$ cat config.mk
export PLATFORM = sky130hd
export DESIGN_NAME = switch_debouncer
export DESIGN_NICKNAME = d
export VERILOG_FILES = /design/src/rtl/debounce_pkg.sv /design/src/rtl/switch_debouncer_sync_ff.sv /design/src/rtl/switch_debouncer.sv
export SDC_FILE = /design/constraint.sdc
export NUM_CORES = 1
export LEC_CHECK = 0
export ABC_AREA = 1
export CELL_PAD_IN_SITES_DETAIL_PLACEMENT = 1
export CELL_PAD_IN_SITES_GLOBAL_PLACEMENT = 2
export CORE_MARGIN = 2
export CORE_UTILIZATION = 35
export CTS_BUF_LIST = sky130_fd_sc_hd__clkbuf_2
export DETAILED_ROUTE_END_ITERATION = 12
export GPL_TIMING_DRIVEN = 0
export PLACE_DENSITY = 0.86
export SKIP_LAST_GASP = 1
export SLEW_MARGIN = 20
export SYNTH_ARGS = -nofsm -noshare
export SYNTH_HDL_FRONTEND = slang
export SYNTH_HIERARCHICAL = 1
export SYNTH_SLANG_ARGS = --single-unit
$ cat constraint.sdc
create_clock -name clk -period 1.8 [get_ports clk]
set_input_delay 0.18 -clock clk [delete_from_list [all_inputs] [get_ports clk]]
set_output_delay 0.18 -clock clk [all_outputs]
set_load 0.1 [all_outputs]
$ cat src/rtl/debounce_pkg.sv
//==============================================================================
// Module  : debounce_pkg
// Brief   : State encoding and helpers shared by the switch debouncer.
// Revision: 1.0 - initial release
//==============================================================================
`default_nettype none

package debounce_pkg;

    typedef enum logic [1:0] {
        ST_ZERO  = 2'b00,
        ST_WAIT1 = 2'b01,
        ST_ONE   = 2'b10,
        ST_WAIT0 = 2'b11
    } state_e;

    // WAIT0 still reports high: the level only drops once the release is proven stable.
    function automatic logic state_is_high(input state_e s);
        return (s == ST_ONE) || (s == ST_WAIT0);
    endfunction

endpackage

`default_nettype wire

$ cat src/rtl/switch_debouncer_sync_ff.sv
//==============================================================================
// Module  : sync_ff
// Brief   : Plain flop-chain synchroniser for an asynchronous single-bit input.
// Revision: 1.0 - initial release
//==============================================================================
`default_nettype none

module sync_ff #(
    parameter int STAGES = 2
) (
    input  logic clk,
    input  logic rst,
    input  logic d,
    output logic q
);

    logic [STAGES-1:0] chain_q;
    logic [STAGES-1:0] chain_d;

    always_comb begin
        chain_d = {chain_q[STAGES-2:0], d};
    end

    always_ff @(posedge clk) begin
        if (!rst) begin
            chain_q <= '0;
        end else begin
            chain_q <= chain_d;
        end
    end

    assign q = chain_q[STAGES-1];

endmodule

`default_nettype wire

$ cat src/rtl/switch_debouncer.sv
//==============================================================================
// Module  : switch_debouncer
// Brief   : Synchronise and debounce a mechanical switch; registered level and
//           rising-edge tick. Define DEBOUNCE_FALL_EN to add db_fall_tick.
// Revision: 1.0 - initial release
//==============================================================================
`default_nettype none

module switch_debouncer
    import debounce_pkg::*;
#(
    parameter int TICKS       = 1_000_000,
    parameter int SYNC_STAGES = 2
) (
    input  logic clk,
    input  logic rst,
    input  logic sw_in,
    output logic db_level,
`ifdef DEBOUNCE_FALL_EN
    output logic db_fall_tick,
`endif
    output logic db_tick
);

    localparam int               CNT_W    = $clog2(TICKS);
    localparam logic [CNT_W-1:0] CNT_LOAD = CNT_W'(TICKS - 1);

    logic             sw_sync;
    state_e           state_q, state_d;
    logic [CNT_W-1:0] cnt_q, cnt_d;
    logic             db_level_q, db_level_d;
    logic             db_tick_q, db_tick_d;

    sync_ff #(
        .STAGES (SYNC_STAGES)
    ) u_sync (
        .clk (clk),
        .rst (rst),
        .d   (sw_in),
        .q   (sw_sync)
    );

    always_comb begin
        state_d = state_q;
        cnt_d   = cnt_q;
        unique case (state_q)
            ST_ZERO: begin
                if (sw_sync) begin
                    state_d = ST_WAIT1;
                    cnt_d   = CNT_LOAD;
                end
            end
            ST_WAIT1: begin
                if (!sw_sync)           state_d = ST_ZERO;
                else if (cnt_q == '0)   state_d = ST_ONE;
                else                    cnt_d   = cnt_q - CNT_W'(1);
            end
            ST_ONE: begin
                if (!sw_sync) begin
                    state_d = ST_WAIT0;
                    cnt_d   = CNT_LOAD;
                end
            end
            ST_WAIT0: begin
                if (sw_sync)            state_d = ST_ONE;
                else if (cnt_q == '0)   state_d = ST_ZERO;
                else                    cnt_d   = cnt_q - CNT_W'(1);
            end
            default: state_d = ST_ZERO;
        endcase

        db_level_d = state_is_high(state_d);
        db_tick_d  = (state_q == ST_WAIT1) && (state_d == ST_ONE);
    end

    always_ff @(posedge clk) begin
        if (!rst) begin
            state_q    <= ST_ZERO;
            cnt_q      <= '0;
            db_level_q <= 1'b0;
            db_tick_q  <= 1'b0;
        end else begin
            state_q    <= state_d;
            cnt_q      <= cnt_d;
            db_level_q <= db_level_d;
            db_tick_q  <= db_tick_d;
        end
    end

    assign db_level = db_level_q;
    assign db_tick  = db_tick_q;

`ifdef DEBOUNCE_FALL_EN
    logic db_fall_tick_q, db_fall_tick_d;

    always_comb begin
        db_fall_tick_d = (state_q == ST_WAIT0) && (state_d == ST_ZERO);
    end

    always_ff @(posedge clk) begin
        if (!rst) begin
            db_fall_tick_q <= 1'b0;
        end else begin
            db_fall_tick_q <= db_fall_tick_d;
        end
    end

    assign db_fall_tick = db_fall_tick_q;
`endif

endmodule

`default_nettype wire

## Word level (Yosys, flattened, before mapping)

Cells that the tools add are included.

| operators by class | value |
|---|---|
| add/sub/neg operators | 1 |
| equal/unequal tests | 9 |
| multiplexer cells | 13 |
| reductions and logical operators | 5 |

Operators with widths:

| kind | number |
|---|---|
| 20-bit two-way mux | 5 |
| 20-bit one-hot mux with 4 select lines | 1 |
| 20-bit zero test | 1 |
| 20-bit by 1-bit subtractor with 20-bit output, second input constant | 1 |
| 2-bit two-way mux | 6 |
| 2-bit == test, second input constant | 4 |
| 2-bit one-hot mux with 4 select lines | 1 |
| 2-bit by 1-bit != test with 1-bit output, second input constant | 2 |
| 2-bit != test, second input constant | 2 |
| 4-bit AND reduction | 1 |
| 2-bit by 1-bit == test with 1-bit output, second input constant | 1 |
| 2-bit zero test | 1 |
| 1-bit logical AND | 1 |
| 1-bit logical OR | 1 |

| storage, ports and cells | value |
|---|---|
| flip-flop bits (word level) | 26 |
| bits of input ports | 3 |
| output and inout port bits | 2 |
| logic and storage cells | 33 |

## Logic depth before layout (Yosys ltp)

| depth | value |
|---|---|
| depth after elaboration | 6 |
| gate-level depth with buffers | 11 |
| depth with buffers taken out | 11 |

## Hierarchy

Netlist, hierarchy kept.

By module, submodules not included:

| module | instances | cells an instance | area each (um^2) | sequential area each (um^2) |
|---|---|---|---|---|
| switch_debouncer | 1 | 216 | 1433.9 | 460.4 |
| sync_ff | 1 | 6 | 55.1 | 40.0 |

## Worst setup path before layout

OpenSTA, ideal clock, no wires.

| timing | value |
|---|---|
| kind | register to register |
| start point | register, netlist name db_level |
| end point | register cnt_q[12] |
| library setup time | 0.128 ns |
| arrival | 1.810 ns |
| required time | 1.672 ns |
| slack | -0.138 ns |
| cell stages (with the launch flop) | 8 |
| path buffers | 1 |
| clock period less this slack | 1.938 ns |
| path through | dfxtp_1 > xor2_1 > nand2_4 > inv_4 > buf_6 > nor2_2 > nor2_1 > nor2_1 |

RTL lines:

| what | line | RTL |
|---|---|---|
| end signal, assigned | switch_debouncer.sv:84 | `cnt_q <= cnt_d;` |
| end, declared | switch_debouncer.sv:30 | `logic [CNT_W-1:0] cnt_q, cnt_d;` |

## Worst setup path after layout

| timing | value |
|---|---|
| start point | register cnt_q[12] |
| end point | register cnt_q[7] |

| on the way | value |
|---|---|
| longest elaborated chain between the ends | 4 |
| elaborated cells between the ends (all ways) | 5 |
| classes of those cells | mux (4); reduce/logical (1) |

Ends and longest elaborated chain:

| what | line |
|---|---|
| 20-bit zero test (*) | switch_debouncer.sv:55, switch_debouncer.sv:66 |
| 20-bit two-way mux (*) | n/a |
| 20-bit two-way mux (on tied branches) | n/a |
| 20-bit one-hot mux with 4 select lines (*) | n/a |

Every way passes the cells marked *; elsewhere a longest branch is shown, timed or not. The select of a mux whose other input is x is not followed.
A chain may end at the register's enable or synchronous reset.

==> impl_metrics.prom <==
# TYPE chip_impl_metric gauge
chip_impl_metric{name="period_needed",unit="ps"} 1640
chip_impl_info{name="netlist_top_cells_area",value="sky130_fd_sc_hd__dfxtp_1, sky130_fd_sc_hd__nand2_1, sky130_fd_sc_hd__nor2_1, sky130_fd_sc_hd__nand3_1, sky130_fd_sc_hd__inv_1"} 1
chip_impl_info{name="outcome",value="complete, no violations"} 1
chip_impl_metric{name="final_antenna_net_count",unit=""} 0
chip_impl_info{name="crit_slowest_cell",value="sky130_fd_sc_hd__dfxtp_1"} 1
chip_impl_metric{name="syn_inst",unit=""} 222
chip_impl_metric{name="grt_use_total",unit="%"} 17.3
chip_impl_metric{name="core_region_area",unit="sq mm"} 0.00406
chip_impl_metric{name="synth_enable_flop_cells",unit=""} 0
chip_impl_metric{name="post_cts_buffers",unit=""} 0
chip_impl_metric{name="routabilityCongestion",unit=""} 0.763
chip_impl_metric{name="final_clock_period_utilization_by_the_worst_path",unit="%"} 91.3
chip_impl_metric{name="timing_max_transition_violations_final",unit=""} 0
chip_impl_metric{name="row_count",unit=""} 23
chip_impl_metric{name="viasPerCell",unit=""} 5.06
chip_impl_info{name="path_cells",value="nor2_4, nand2_1, nor2_4, nand3_4, nand2_8, buf_4, nand2_1, a21oi_1"} 1
chip_impl_metric{name="post-route-drc-count",unit=""} 0
chip_impl_metric{name="vdd_drop_max",unit="mV"} 0.254
chip_impl_info{name="synth_common_cells",value="sky130_fd_sc_hd__nand2_1, sky130_fd_sc_hd__nor2_1, sky130_fd_sc_hd__dfxtp_1"} 1
chip_impl_metric{name="clk_latency",unit="ps"} 370
chip_impl_metric{name="drt_iter0_drc",unit=""} 38
chip_impl_metric{name="vias",unit=""} 1416
chip_impl_metric{name="num-nets-final",unit=""} 235
chip_impl_metric{name="synthDistinctLibCells",unit=""} 30
chip_impl_info{name="worst_hold_path_type",value="in2reg"} 1
chip_impl_metric{name="number_of_cells_on_the_critical_path",unit=""} 8
chip_impl_metric{name="setup_ws",unit="ps"} 157
chip_impl_metric{name="fmax",unit="GHz"} 0.609
chip_impl_metric{name="max_cap_viol_count",unit=""} 0
chip_impl_metric{name="tritoncts.num_buffers",unit=""} 3
chip_impl_info{name="synth_ff_type",value="sky130_fd_sc_hd__dfxtp_1"} 1
chip_impl_info{name="path_class",value="reg2reg"} 1
chip_impl_metric{name="setup_viol_count_final",unit=""} 0
chip_impl_metric{name="swShare",unit="%"} 35.8
chip_impl_metric{name="synth_sequential_area_ratio",unit="%"} 33.6
chip_impl_metric{name="power.share.combinational",unit="%"} 28.5
chip_impl_metric{name="max_slew.worst_pin.slew",unit="ps"} 560
chip_impl_info{name="tritoncts_clock_tree",value="done"} 1
chip_impl_metric{name="floorplan.die.height",unit="um"} 69.2
chip_impl_metric{name="start_util",unit="%"} 36.7
chip_impl_metric{name="clk_pin_slew_worst_paths",unit="ps"} 260
chip_impl_metric{name="grt.overflow.total",unit=""} 0
chip_impl_metric{name="power.clock.fraction",unit="%"} 19.9
chip_impl_metric{name="final_hold_viol_count",unit=""} 0
chip_impl_info{name="regToRegEndpoint",value="cnt_q[7]"} 1
chip_impl_metric{name="antenna_cells_inserted",unit=""} 0
chip_impl_metric{name="pre_cts_ws",unit="ps"} -70.0
chip_impl_metric{name="worst_clock_skew",unit="ps"} 14.4
chip_impl_metric{name="power.leakage",unit="nW"} 0.688
chip_impl_metric{name="clock_tree.htree_level_count",unit=""} 1
chip_impl_metric{name="areaGrowthSynthToFinish",unit="%"} 9.92
chip_impl_info{name="path_delay_family",value="simple AND/OR/NAND/NOR gates"} 1
chip_impl_metric{name="ff2ff_path_depth",unit=""} 8
chip_impl_metric{name="postRouteWirelength",unit="um"} 3820
chip_impl_metric{name="reg2reg_setup_slack",unit="ps"} 160
chip_impl_metric{name="cp.required",unit="ps"} 2100
chip_impl_metric{name="final_layout_size_suffix_gt1_share",unit="%"} 15.7
chip_impl_metric{name="num_io_pins",unit=""} 5
chip_impl_metric{name="avgRoutedWirePerCell",unit="um"} 13.7
chip_impl_info{name="setup_repair_after_global_routing_missed_its_margin",value="false"} 1
chip_impl_metric{name="power.density",unit="mW/mm^2"} 713
chip_impl_metric{name="power.share.sequential",unit="%"} 51.6
chip_impl_metric{name="port_buffers",unit=""} 4
chip_impl_info{name="timing.critical_path.from_type",value="flop"} 1
chip_impl_metric{name="netlist.area_leader.share",unit="%"} 33.6
chip_impl_info{name="timing.critical_path.to",value="cnt_q[7]"} 1
chip_impl_metric{name="detailed_place.area",unit="sq mm"} 0.00159
chip_impl_metric{name="relSlewSlack",unit="%"} 62.7
chip_impl_metric{name="cp_slowest_stage_delay",unit="ps"} 430
chip_impl_info{name="r2r-start",value="cnt_q[12]"} 1
chip_impl_metric{name="drt-pass1-iter-count",unit=""} 4
chip_impl_metric{name="path_max_fanout",unit=""} 10
chip_impl_metric{name="cts_hold_repair.buffers",unit=""} 0
chip_impl_metric{name="hpwl",unit="um"} 2940
chip_impl_metric{name="fin_area",unit="sq mm"} 0.00164
chip_impl_metric{name="first_global_vias",unit=""} 1384
chip_impl_metric{name="switching_power",unit="uW"} 418
chip_impl_metric{name="postSynth.asyncResetShare",unit="%"} 0
chip_impl_metric{name="synth_seq_cells",unit=""} 25
chip_impl_metric{name="nFillCells",unit=""} 540
chip_impl_metric{name="p_int",unit="uW"} 750
chip_impl_metric{name="power.total",unit="mW"} 1.17
chip_impl_info{name="clock-root-buffer",value="sky130_fd_sc_hd__clkbuf_2"} 1
chip_impl_metric{name="synth.cell_area",unit="sq mm"} 0.00149
chip_impl_metric{name="avg_inst_size_synth",unit="sq um"} 6.71
chip_impl_info{name="yosys.area.top_type",value="sky130_fd_sc_hd__dfxtp_1"} 1
chip_impl_metric{name="crit_arrival",unit="ps"} 1950
chip_impl_info{name="cp-startpoint",value="cnt_q[12]"} 1
chip_impl_info{name="leading_cell_type_by_number_of_instances_after_synthesis",value="sky130_fd_sc_hd__nand2_1"} 1
chip_impl_metric{name="ctsLongestPathBuffers",unit=""} 2
chip_impl_metric{name="grt_start_max_net_pins",unit=""} 15
chip_impl_metric{name="synth_fp_nets",unit=""} 226
chip_impl_info{name="worstSetupEndpointType",value="flop"} 1
chip_impl_metric{name="final.hold.worst_slack",unit="ps"} 314
chip_impl_metric{name="crit_buf_inv",unit=""} 1
chip_impl_metric{name="design.die.area",unit="sq mm"} 0.00479
chip_impl_metric{name="clock_sinks",unit=""} 25
chip_impl_metric{name="first_pass_grt_wire_length",unit="um"} 6730
chip_impl_metric{name="synthesis.yosys.warnings",unit=""} 6
chip_impl_metric{name="grt_antenna_before_repair",unit=""} 0
chip_impl_metric{name="chipWidth",unit="um"} 69.2
[sequential cells by signal (all words and copies together), names as in the netlist]
register and flops:
cnt_q 20, state_q 1, u_sync/chain_q 2, db_tick 1, db_level 1
[power groups by stage]
| stage | sequential, mW | clock (mW) | combinational (mW) |
|---|---|---|---|
| 2_1_floorplan | 0.606 | 0 | 0.262 |
| 3_3_place_gp | 0.611 | 0 | 0.324 |
| 3_5_place_dp | 0.612 | 0 | 0.330 |
| 4_1_cts | 0.602 | 0.251 | 0.336 |
| 5_1_grt | 0.607 | 0.273 | 0.381 |
| 6_report | 0.602 | 0.233 | 0.333 |
[cell families (layout without fill, tap and decap cells)]
group / Yosys count / after routing / synth area share, %
buffers and inverters: 27 / 35 / 8.24
adders and majority gates: 1 / 1 / 0.840
AOI/OAI and AO/OA: 21 / 21 / 8.32
DFF: 25 / 25 / 33.6
and+or+nand+nor: 141 / 141 / 44.9
xor gates and xnor gates: 7 / 7 / 4.12
[cell type report]
cell class | instances | area [sq um] | share of cell area, %
Buffer | 5 | 37.5 | 2.29
Timing Repair Buffer | 4 | 36.3 | 2.22
Clock inverter | 1 | 5.00 | 0.306
Inverter | 22 | 85.1 | 5.20
Clock buffer | 3 | 15.0 | 0.917
Sequential cell | 25 | 503 | 30.7
Multi-Input combinational cell | 170 | 892 | 54.5
Tap cell | 50 | 62.6 | 3.82
[cells in the final DEF (no fill, tap or decap), types with 2 or more instances in the layout]
cell                              Yosys  routed
sky130_fd_sc_hd__xnor2_1              4       4
sky130_fd_sc_hd__clkdlybuf4s50_1      0       2
sky130_fd_sc_hd__nor2_2               5       6
sky130_fd_sc_hd__nand4_1              3       3
sky130_fd_sc_hd__nor2_4               3       3
sky130_fd_sc_hd__nor2_1              34      33
sky130_fd_sc_hd__inv_2                1       2
sky130_fd_sc_hd__clkbuf_2             0       4
sky130_fd_sc_hd__nand3b_1             3       3
sky130_fd_sc_hd__o31ai_2              2       2
sky130_fd_sc_hd__nand3_1             21      21
sky130_fd_sc_hd__a21oi_1             14      14
sky130_fd_sc_hd__clkbuf_1             2       2
sky130_fd_sc_hd__buf_6                2       2
sky130_fd_sc_hd__o21ai_1              3       3
sky130_fd_sc_hd__inv_1               19      18
sky130_fd_sc_hd__nand2_1             62      61
sky130_fd_sc_hd__nand2_2              3       4
sky130_fd_sc_hd__dfxtp_1             25      23
sky130_fd_sc_hd__xor2_1               3       3
sky130_fd_sc_hd__dfxtp_2              0       2
[worst reg2reg max path, stage by stage, from the launching register on]
cell and delay [ps]:
sky130_fd_sc_hd__dfxtp_1 430, sky130_fd_sc_hd__nor2_4 180, sky130_fd_sc_hd__nand2_1 110, sky130_fd_sc_hd__nor2_4 190, sky130_fd_sc_hd__nand3_4 140, sky130_fd_sc_hd__nand2_8 120
sky130_fd_sc_hd__buf_4 190, sky130_fd_sc_hd__nand2_1 70, sky130_fd_sc_hd__a21oi_1 150
[worst min-delay path by stage]
stage	from	to	slack, ps	depth (start not counted)
2_1_floorplan	sw_in	u_sync/chain_q[0]	270	2
3_3_place_gp	u_sync/chain_q[0]	u_sync/chain_q[1]	400	2
3_5_place_dp	u_sync/chain_q[0]	u_sync/chain_q[1]	400	2
4_1_cts	sw_in	u_sync/chain_q[0]	280	3
5_1_grt	sw_in	u_sync/chain_q[0]	320	3
6_report	sw_in	u_sync/chain_q[0]	310	3
[through the flow]
stage	utilization (%)	std cells	TNS, ps
floorplan	-	222	0
global placement	39.3	276	-5.82
detailed placement	39.3	276	-402
CTS	40.1	280	0
global route	40.3	280	0
finish	40.3	280	0
[metal layers]
layer,GRT usage [%],up-vias,routed length (um)
met4,5.23,0,36
met2,27.9,7,1800
li1,-,725,-
met5,0,-,0
met3,1.74,4,55
met1,24.3,680,1940
[repair_timing]
action / 4_1_cts / 5_1_grt
setup endpoints to repair: 16 / 21
pin swaps: 0 / 1
gates resized for setup: 7 / 6
No activity file was read; power rests on OpenSTA's default activity.
